File: config.mk
export PLATFORM = sky130hd
export DESIGN_NAME = ahb_param_arbiter
export DESIGN_NICKNAME = d
export VERILOG_FILES = /design/src/rtl/ahb_arb_pkg.sv /design/src/rtl/ahb_rr_pick.sv /design/src/rtl/ahb_param_arbiter.sv
export SDC_FILE = /design/constraint.sdc
export NUM_CORES = 1
export LEC_CHECK = 0
export ABC_AREA = 1
export BUFFER_PORTS_ARGS = -buffer_cell sky130_fd_sc_hd__buf_2
export CAP_MARGIN = 15
export CORE_ASPECT_RATIO = 0.8
export CORE_MARGIN = 3
export CORE_UTILIZATION = 25
export DETAILED_ROUTE_END_ITERATION = 16
export SYNTH_ARGS = -nofsm -noshare
export SYNTH_HDL_FRONTEND = slang
export SYNTH_SLANG_ARGS = --single-unit
File: constraint.sdc
create_clock -name hclk -period 2.9 [get_ports hclk]
set_input_delay 0.29 -clock hclk [delete_from_list [all_inputs] [get_ports hclk]]
set_output_delay 0.29 -clock hclk [all_outputs]
set_load 0.01 [all_outputs]
File: src/rtl/ahb_arb_pkg.sv
// ahb_arb_pkg: shared arbiter state encoding, defaults and selection helpers
package ahb_arb_pkg;
  localparam int DEF_NUM_MASTERS = 4;
  localparam int DEF_SEL_W = 2;
  typedef enum logic [1:0] {
    IDLE  = 2'b00,
    GRANT = 2'b01
  } arb_state_e;
  function automatic logic tr_done(input logic hready, input logic hresp);
    return hready & ~hresp;
  endfunction
  function automatic int rr_pos(input int last, input int i, input int n, input logic rr);
    return rr ? (last + 1 + i) % n : i;
  endfunction
endpackage

File: src/rtl/ahb_rr_pick.sv
// ahb_rr_pick: rotating or fixed priority encoder returning the winning requester index
module ahb_rr_pick
  import ahb_arb_pkg::*;
#(
  parameter int N = DEF_NUM_MASTERS,
  parameter int IDX_W = $clog2(N)
) (
  input  logic [N-1:0]     req,
  input  logic [IDX_W-1:0] last,
  input  logic             mode,
  output logic [IDX_W-1:0] idx,
  output logic             valid
);
  logic [IDX_W-1:0] c;
  always_comb begin
    idx = '0;
    valid = 1'b0;
    c = '0;
    for (int i = N - 1; i >= 0; i--) begin
      c = IDX_W'(rr_pos(int'(last), i, N, mode));
      if (req[c]) begin
        idx = c;
        valid = 1'b1;
      end
    end
  end
endmodule

File: src/rtl/ahb_param_arbiter.sv
// ahb_param_arbiter: parametrised AHB arbiter with fixed/round-robin selection and hold watchdog
module ahb_param_arbiter
  import ahb_arb_pkg::*;
#(
  parameter int NUM_MASTERS = DEF_NUM_MASTERS,
  parameter int SEL_W = DEF_SEL_W,
  parameter bit RR_MODE = 1'b1,
  parameter int MAX_HOLD = 16,
  parameter int IDX_W = $clog2(NUM_MASTERS)
) (
  input  logic                         hclk,
  input  logic                         hresetn,
  input  logic [NUM_MASTERS-1:0]       hreq,
  input  logic [NUM_MASTERS*SEL_W-1:0] sel_in,
  input  logic                         hready_out,
  input  logic                         hresp,
  output logic [NUM_MASTERS-1:0]       hgrant,
  output logic [SEL_W-1:0]             sel,
  output logic [IDX_W-1:0]             hmaster,
  output logic                         busy,
  output logic                         hold_timeout
);
  localparam int CNT_W = (MAX_HOLD > 2) ? $clog2(MAX_HOLD) : 1;
  arb_state_e state_q, state_d;
  logic [NUM_MASTERS-1:0] hgrant_q, hgrant_d;
  logic [SEL_W-1:0] sel_q, sel_d;
  logic [IDX_W-1:0] hmaster_q, hmaster_d, last_q, last_d, pick_last, win_idx;
  logic [CNT_W-1:0] cnt_q, cnt_d;
  logic tout_q, tout_d;
  logic win_valid, done, in_idle, in_grant, wd_hit, do_grant, do_clear;
  ahb_rr_pick #(.N(NUM_MASTERS), .IDX_W(IDX_W)) u_pick (
    .req  (hreq),
    .last (pick_last),
    .mode (RR_MODE),
    .idx  (win_idx),
    .valid(win_valid)
  );
  always_comb begin
    done = tr_done(hready_out, hresp);
    in_idle = state_q == IDLE;
    in_grant = state_q == GRANT;
    pick_last = in_grant ? hmaster_q : last_q;
    wd_hit = (MAX_HOLD > 0) && in_grant && !done && cnt_q == CNT_W'(MAX_HOLD - 1);
    do_grant = win_valid && (in_idle || (in_grant && done));
    do_clear = !do_grant && !in_idle && (!in_grant || done || wd_hit);
    state_d = do_grant ? GRANT : do_clear ? IDLE : state_q;
    hgrant_d = do_grant ? NUM_MASTERS'(1) << win_idx : do_clear ? '0 : hgrant_q;
    sel_d = do_grant ? sel_in[win_idx*SEL_W +: SEL_W] : do_clear ? '0 : sel_q;
    hmaster_d = do_grant ? win_idx : hmaster_q;
    last_d = (in_grant && (done || wd_hit)) ? hmaster_q : last_q;
    cnt_d = do_grant ? '0 : (in_grant && cnt_q != '1) ? cnt_q + CNT_W'(1) : cnt_q;
    tout_d = wd_hit;
  end
  always_ff @(posedge hclk or negedge hresetn) begin
    if (!hresetn) begin
      state_q <= IDLE;
      hgrant_q <= '0;
      sel_q <= '0;
      hmaster_q <= '0;
      last_q <= IDX_W'(NUM_MASTERS - 1);
      cnt_q <= '0;
      tout_q <= 1'b0;
    end else begin
      state_q <= state_d;
      hgrant_q <= hgrant_d;
      sel_q <= sel_d;
      hmaster_q <= hmaster_d;
      last_q <= last_d;
      cnt_q <= cnt_d;
      tout_q <= tout_d;
    end
  end
  assign hgrant = hgrant_q;
  assign sel = sel_q;
  assign hmaster = hmaster_q;
  assign busy = |hgrant_q;
  assign hold_timeout = tout_q;
endmodule

# [After elaboration in Yosys (flattened, before gate mapping)]
# Cells that the tools add are included.
# W data, S select, Z words.
[classes] n_lt_le_gt_ge=4 shifts=2 add_sub_neg=5 n_bitwise=2 n_eq_ne=3 muxes=24 n_reduce_logical=20
[op_table] cell="$mux W2" n=8
[op_table] cell="$mux W4" n=4
[op_table] cell="$lt A2 B3 Y1 const B" n=4
[op_table] cell="$bmux W1 S2" n=4
[op_table] cell="$logic_and A1 B1 Y1" n=8
[op_table] cell="$mux W1" n=8
[op_table] cell="$shiftx A8 B4 Y2" n=1
[op_table] cell="$add A2 B2 Y2 const B" n=3
[op_table] cell="$add A4 B1 Y4 const B" n=1
[op_table] cell="$eq A4 B4 Y1 const B" n=1
[op_table] cell="$logic_not A1 Y1" n=4
[op_table] cell="$logic_or A1 B1 Y1" n=4
[op_table] cell="$ne A4 B4 Y1 const B" n=1
[op_table] cell="$reduce_bool A2 Y1" n=2
[op_table] cell="$reduce_or A4 Y1" n=1
[op_table] cell="$shl A1 B2 Y4 const A" n=1
[op_table] cell="$add A2 B1 Y2 const B" n=1
[op_table] cell="$eq A2 B1 Y1 const B" n=1
[op_table] cell="$logic_not A2 Y1" n=1
[op_table] cell="$and A1 B1 Y1" n=1
[op_table] cell="$not A1 Y1" n=1
[word_totals] ff_bits=17

# [Depth between registers and ports, before layout]
[logic_depth] depth_word=16 mapped_depth=17

# [Cells and area by module]
# A second synthesis with hierarchy kept.
[hier_totals] hier_cells=160 area_unflattened_um2=1056.0
[modules_own_cells] mod="ahb_param_arbiter" seq_area_each_um2=402.9 instances=1 area_per_inst_um2=815.8 cells_each=107
[modules_own_cells] mod="ahb_rr_pick" seq_area_each_um2=0.0 instances=1 area_per_inst_um2=240.2 cells_each=53

# [Worst setup path after synthesis]
# Ideal clock, no wire load.
[synth_path] path_kind="flip-flop to flip-flop" from="reg state_q[0]" to="reg sel_q[0] (netlist: sel[0])" path_slack_ns=1.273 t_required_ns=2.782 t_arrival_ns=1.509 path_stages_with_launch=14 cell_sequence="dfrtp_1 -> buf_6 -> nand2_2 -> nand2_8 -> o21ai_2 -> nor2_2 -> nor2_2 -> nand2_2 -> nand2_4 -> nand2_4 -> nand2_1 -> nand3_1 -> nand3_1 -> nand2_1"
[synth_between] elab_chain_cells=15 word_cells_on_any_way=38
[synth_rtl] element="start: declaration" line_no="ahb_param_arbiter.sv:24" text="arb_state_e state_q, state_d;"
[synth_rtl] element="start signal: assignment" line_no="ahb_param_arbiter.sv:64" text="state_q <= state_d;"
[synth_rtl] element="branches (longest 15 deep; another with $add A2 B1 Y2)"
[synth_rtl] element="end signal: assignment" line_no="ahb_param_arbiter.sv:66" text="sel_q <= sel_d;"
[synth_rtl] element="end: declaration" line_no="ahb_param_arbiter.sv:26" text="logic [SEL_W-1:0] sel_q, sel_d;"
# Parallel ways; which one is timed is not known. The select of a mux whose other input is x is not followed.
# A chain may end at the register's enable or synchronous reset.

# [Final worst setup path]
[layout_path] from="reg state_q[0]" to="reg hgrant_q[0] (netlist: hgrant[0])"
[layout_between] elab_chain_cells=15 word_cells_on_any_way=38
[layout_rtl] element="$eq A2 B1 Y1" line_no="ahb_param_arbiter.sv:41" text="in_grant = state_q == GRANT;"
[layout_rtl] element="$mux W2" line_no="ahb_param_arbiter.sv:42" text="pick_last = in_grant ? hmaster_q : last_q;"
[layout_rtl] element="$add A2 B1 Y2" line_no="ahb_arb_pkg.sv:13" text="return rr ? (last + 1 + i) % n : i;"
[layout_rtl] element="$add A2 B2 Y2" line_no="ahb_arb_pkg.sv:13"
[layout_rtl] element="$bmux W1 S2" line_no="ahb_rr_pick.sv:21" text="if (req[c]) begin"
[layout_rtl] element="$mux W1 (not written as such)" line_no="ahb_rr_pick.sv:21"
[layout_rtl] element="$mux W1 (4 in a row)" line_no="ahb_rr_pick.sv:21"
[layout_rtl] element="$logic_and A1 B1 Y1" line_no="ahb_param_arbiter.sv:44" text="do_grant = win_valid && (in_idle || (in_grant && done));"
[layout_rtl] element="$logic_not A1 Y1" line_no="ahb_param_arbiter.sv:45" text="do_clear = !do_grant && !in_idle && (!in_grant || done || wd_hit);"
[layout_rtl] element="$logic_and A1 B1 Y1 (2 in a row)" line_no="ahb_param_arbiter.sv:45"
[layout_rtl] element="$reduce_bool A2 Y1 (no source line)"
[layout_rtl] element="end signal: assignment" line_no="ahb_param_arbiter.sv:65" text="hgrant_q <= hgrant_d;"
[layout_rtl] element="end: declaration" line_no="ahb_param_arbiter.sv:25" text="logic [NUM_MASTERS-1:0] hgrant_q, hgrant_d;"
# Parallel ways exist; a longest one is shown, timed or not. The select of a mux whose other input is x is not followed.

==> flow_summary.toml <==
[pwr]
pwr-share-comb = 0.662
p_int_uw = 850
total_power_mw = 1.77
p_leak_nw = 0.727
irDropWorstVdd_mv = 0.435
clkPwrFrac = 0.111
p_per_area_mw_per_mm2 = 1350
power.switching_uw = 923
swShare = 0.521
power_frac_seq = 0.227

[placed_design]
dp_hpwl_um = 1940
gp_congestion = 0.772
io_buffers = 25
dp_cells = 223

[layout]
area_growth_pct = 23.2
final_cell_count_no_fill = 228
antenna_cells = 0
fin_nets = 191
layout-drive-gt1-share = 0.324
utilization = 0.333

[floorplan]
dieArea_mm2 = 0.00510
io_pins = 26
rows = 20
core_area_mm2 = 0.00395
die_w_um = 79.1
initial_core_util = 0.270
die_h_um = 64.5

[worst_setup_path]
cp.arrival_ns = 2.05
critPathTopFamily = "simple AND/OR/NAND/NOR gates"
r2r_slack_ns = 0.99
worstSetupEndpointType = "flip-flop"
required_ns = 3.04
worstRegToRegCells = 10
crit_fanout = 10
cp.depth = 10
crit_buf_inv = 1
critPathLaunchType = "flip-flop"
path_class = "reg2reg"
crit_chain = "nand2_2 > nand2_8 > nand2_1 > nand2_1 > inv_2 > nor2_2 > nor2_1 > a21oi_4 > nor2_1 > a22o_1"
slowest_stage = "dfrtp_1"
critPathMaxStageDelay_ns = 0.55

[drt]
drtIter0Drc = 51
drcViolationCount = 0
routedWlPerCell_um = 10.6
via_per_inst = 4.21
firstDrtPassIters = 4
vias = 961
antenna_left = 0
wirelength_um = 2410

[cts]
ctsResizeCount = 0
cts_inserted_buffers = 3
tritoncts = "done"
cts_buffer_depth = 2
clock-sinks = 16
clkTransAtPathRegs_ns = 0.06
cts_root_buf = "clkbuf_8"
clk-insertion-delay-late_ns = 0.25
postCtsSetupBuffers = 0
ctsHoldBuffers = 1
htree_levels = 1

[logic_synthesis]
async_flop_share = 1.00
synth_top_area_cell = "dfrtp_1"
ys_seq_area_frac = 0.377
netlist_instances = 144
yosys_warnings = 0
synthFlopType = "dfrtp_1"
ys_types = 24
synth_fa_ha_area_frac = 0.0117
synth_area_leaders = "dfrtp_1 (33%), nand2_1 (18%), nand3_1 (8.4%)"
ys_ff_latch = 16
synth_xor_area_frac = 0.0246
syn-cell-area_mm2 = 0.00107
synthSimpleGateAreaFrac = 0.430
synth_top_area_frac = 0.328
muxShareOfSynthArea = 0
syn_area_per_cell_um2 = 7.42
synth_top_family_by_area = "simple AND/OR/NAND/NOR gates"
synth_compound_area_frac = 0.0843
syn_nets = 161
synth-edff-count = 0

[sta]
fin_setup_tns_ns = 0
layout_min_cycle_time_ns = 1.91
fmax_mhz = 523
finalCritPeriodShare = 0.660
hold-worst-slack_ns = 0.368
final_max_slew_viol_count = 0
hold_viol = 0
maxSlewHeadroom = 0.753
setup_viol = 0
worst_pin_slew_ns = 0.371
final.setup_skew_ns = 0.000933
rsz0062_at_grt = "no"

[global_routing]
antenna_found_initial = 0
track_usage = 0.106
grt_remaining_overflow = 0
grt_max_degree = 17
grt_pass1_wl_um = 4330
grt_pass1_vias = 932

[status]
status = "completed"

[min_path]
holdPathStages = 4
hold_class = "in2reg"

[flow_run]
drv_cap = 0
## per-stage QoR
stage	area [um2]	setup slack (ns)
2_1_floorplan	1070	1.27
3_3_place_gp	1250	1.02
3_5_place_dp	1250	0.991
4_1_cts	1320	0.983
5_1_grt	1320	0.780
6_report	1320	0.987
## power by group through the flow
stage                     logic, mW  registers [mW]  clock network (mW)
final                          1.17           0.403               0.197
after global routing           1.34           0.419               0.214
after CTS                      1.18           0.404               0.203
after detailed placement       1.18           0.408                   0
after global placement         1.18           0.408                   0
after floorplan               0.934           0.403                   0
## layout by cell type, fill, tap and decap left out, types with 4 or more instances in the layout
cell	synthesis	routed
nand2_1	52	52
buf_2	0	25
nand3_1	18	18
dfrtp_1	14	14
inv_1	12	12
nor2_1	6	6
nand2_2	5	5
nand2_4	4	4
inv_2	4	4
o21ai_2	4	4
nor2_2	4	4
clkbuf_8	0	4
## final cells by class
class,count,area [um2]
tap,55,68.8
fill,445,2640
timing repair buffer,26,135
clock buffer,4,55.1
inverter,17,66.3
sequential,16,403
multi-input combinational,110,588
## metal layers
metal  routed length [um]  global-route usage  vias to the layer above
li1                     -                   -                      513
met1                 1320               0.155                      427
met2                  958               0.153                       17
met3                  110              0.0319                        4
met4                   21              0.0258                        0
met5                    0                   0                        -
## path summary, 6_finish.rpt
check | from | to
setup / recovery | state_q[0] | hgrant[0]
hold / removal | hready_out | hold_timeout
setup reg to reg | state_q[0] | hgrant[0]
hold reg to reg | sel[1] | sel[1]
max in group asynchronous | hresetn | last_q[0]
min in group asynchronous | hresetn | cnt_q[2]
## state kept, by name, indices dropped and copies added (netlist names)
name / cells
hmaster: 2
sel: 2
last_q: 2
cnt_q: 4
hgrant: 4
state_q: 1
hold_timeout: 1
## synthesized netlist by cell type, types with 2 or more instances
cell type and instances:
a21oi_1 2, dfrtp_1 14, dfstp_2 2, inv_1 12, inv_2 4, nand2_1 52, nand2_2 5, nand2_4 4
nand3_1 18, nand4_1 2, nor2_1 6, nor2_2 4, o21ai_0 3, o21ai_2 4, xor2_1 3
## kinds of logic (layout without fill, tap and decap cells)
kind of cell,Yosys count,count (layout)
simple gates,94,94
buf+inv,18,47
flops,16,16
compound gates,12,12
xor+xnor,3,3
fa+ha+maj,1,1
## worst min-delay path: cells and delay by family
kind	cells	cell delay, ns
buffers and inverters	1	0.07
AND/OR/NAND/NOR	3	0.22
No activity file was read; power rests on OpenSTA's default activity.
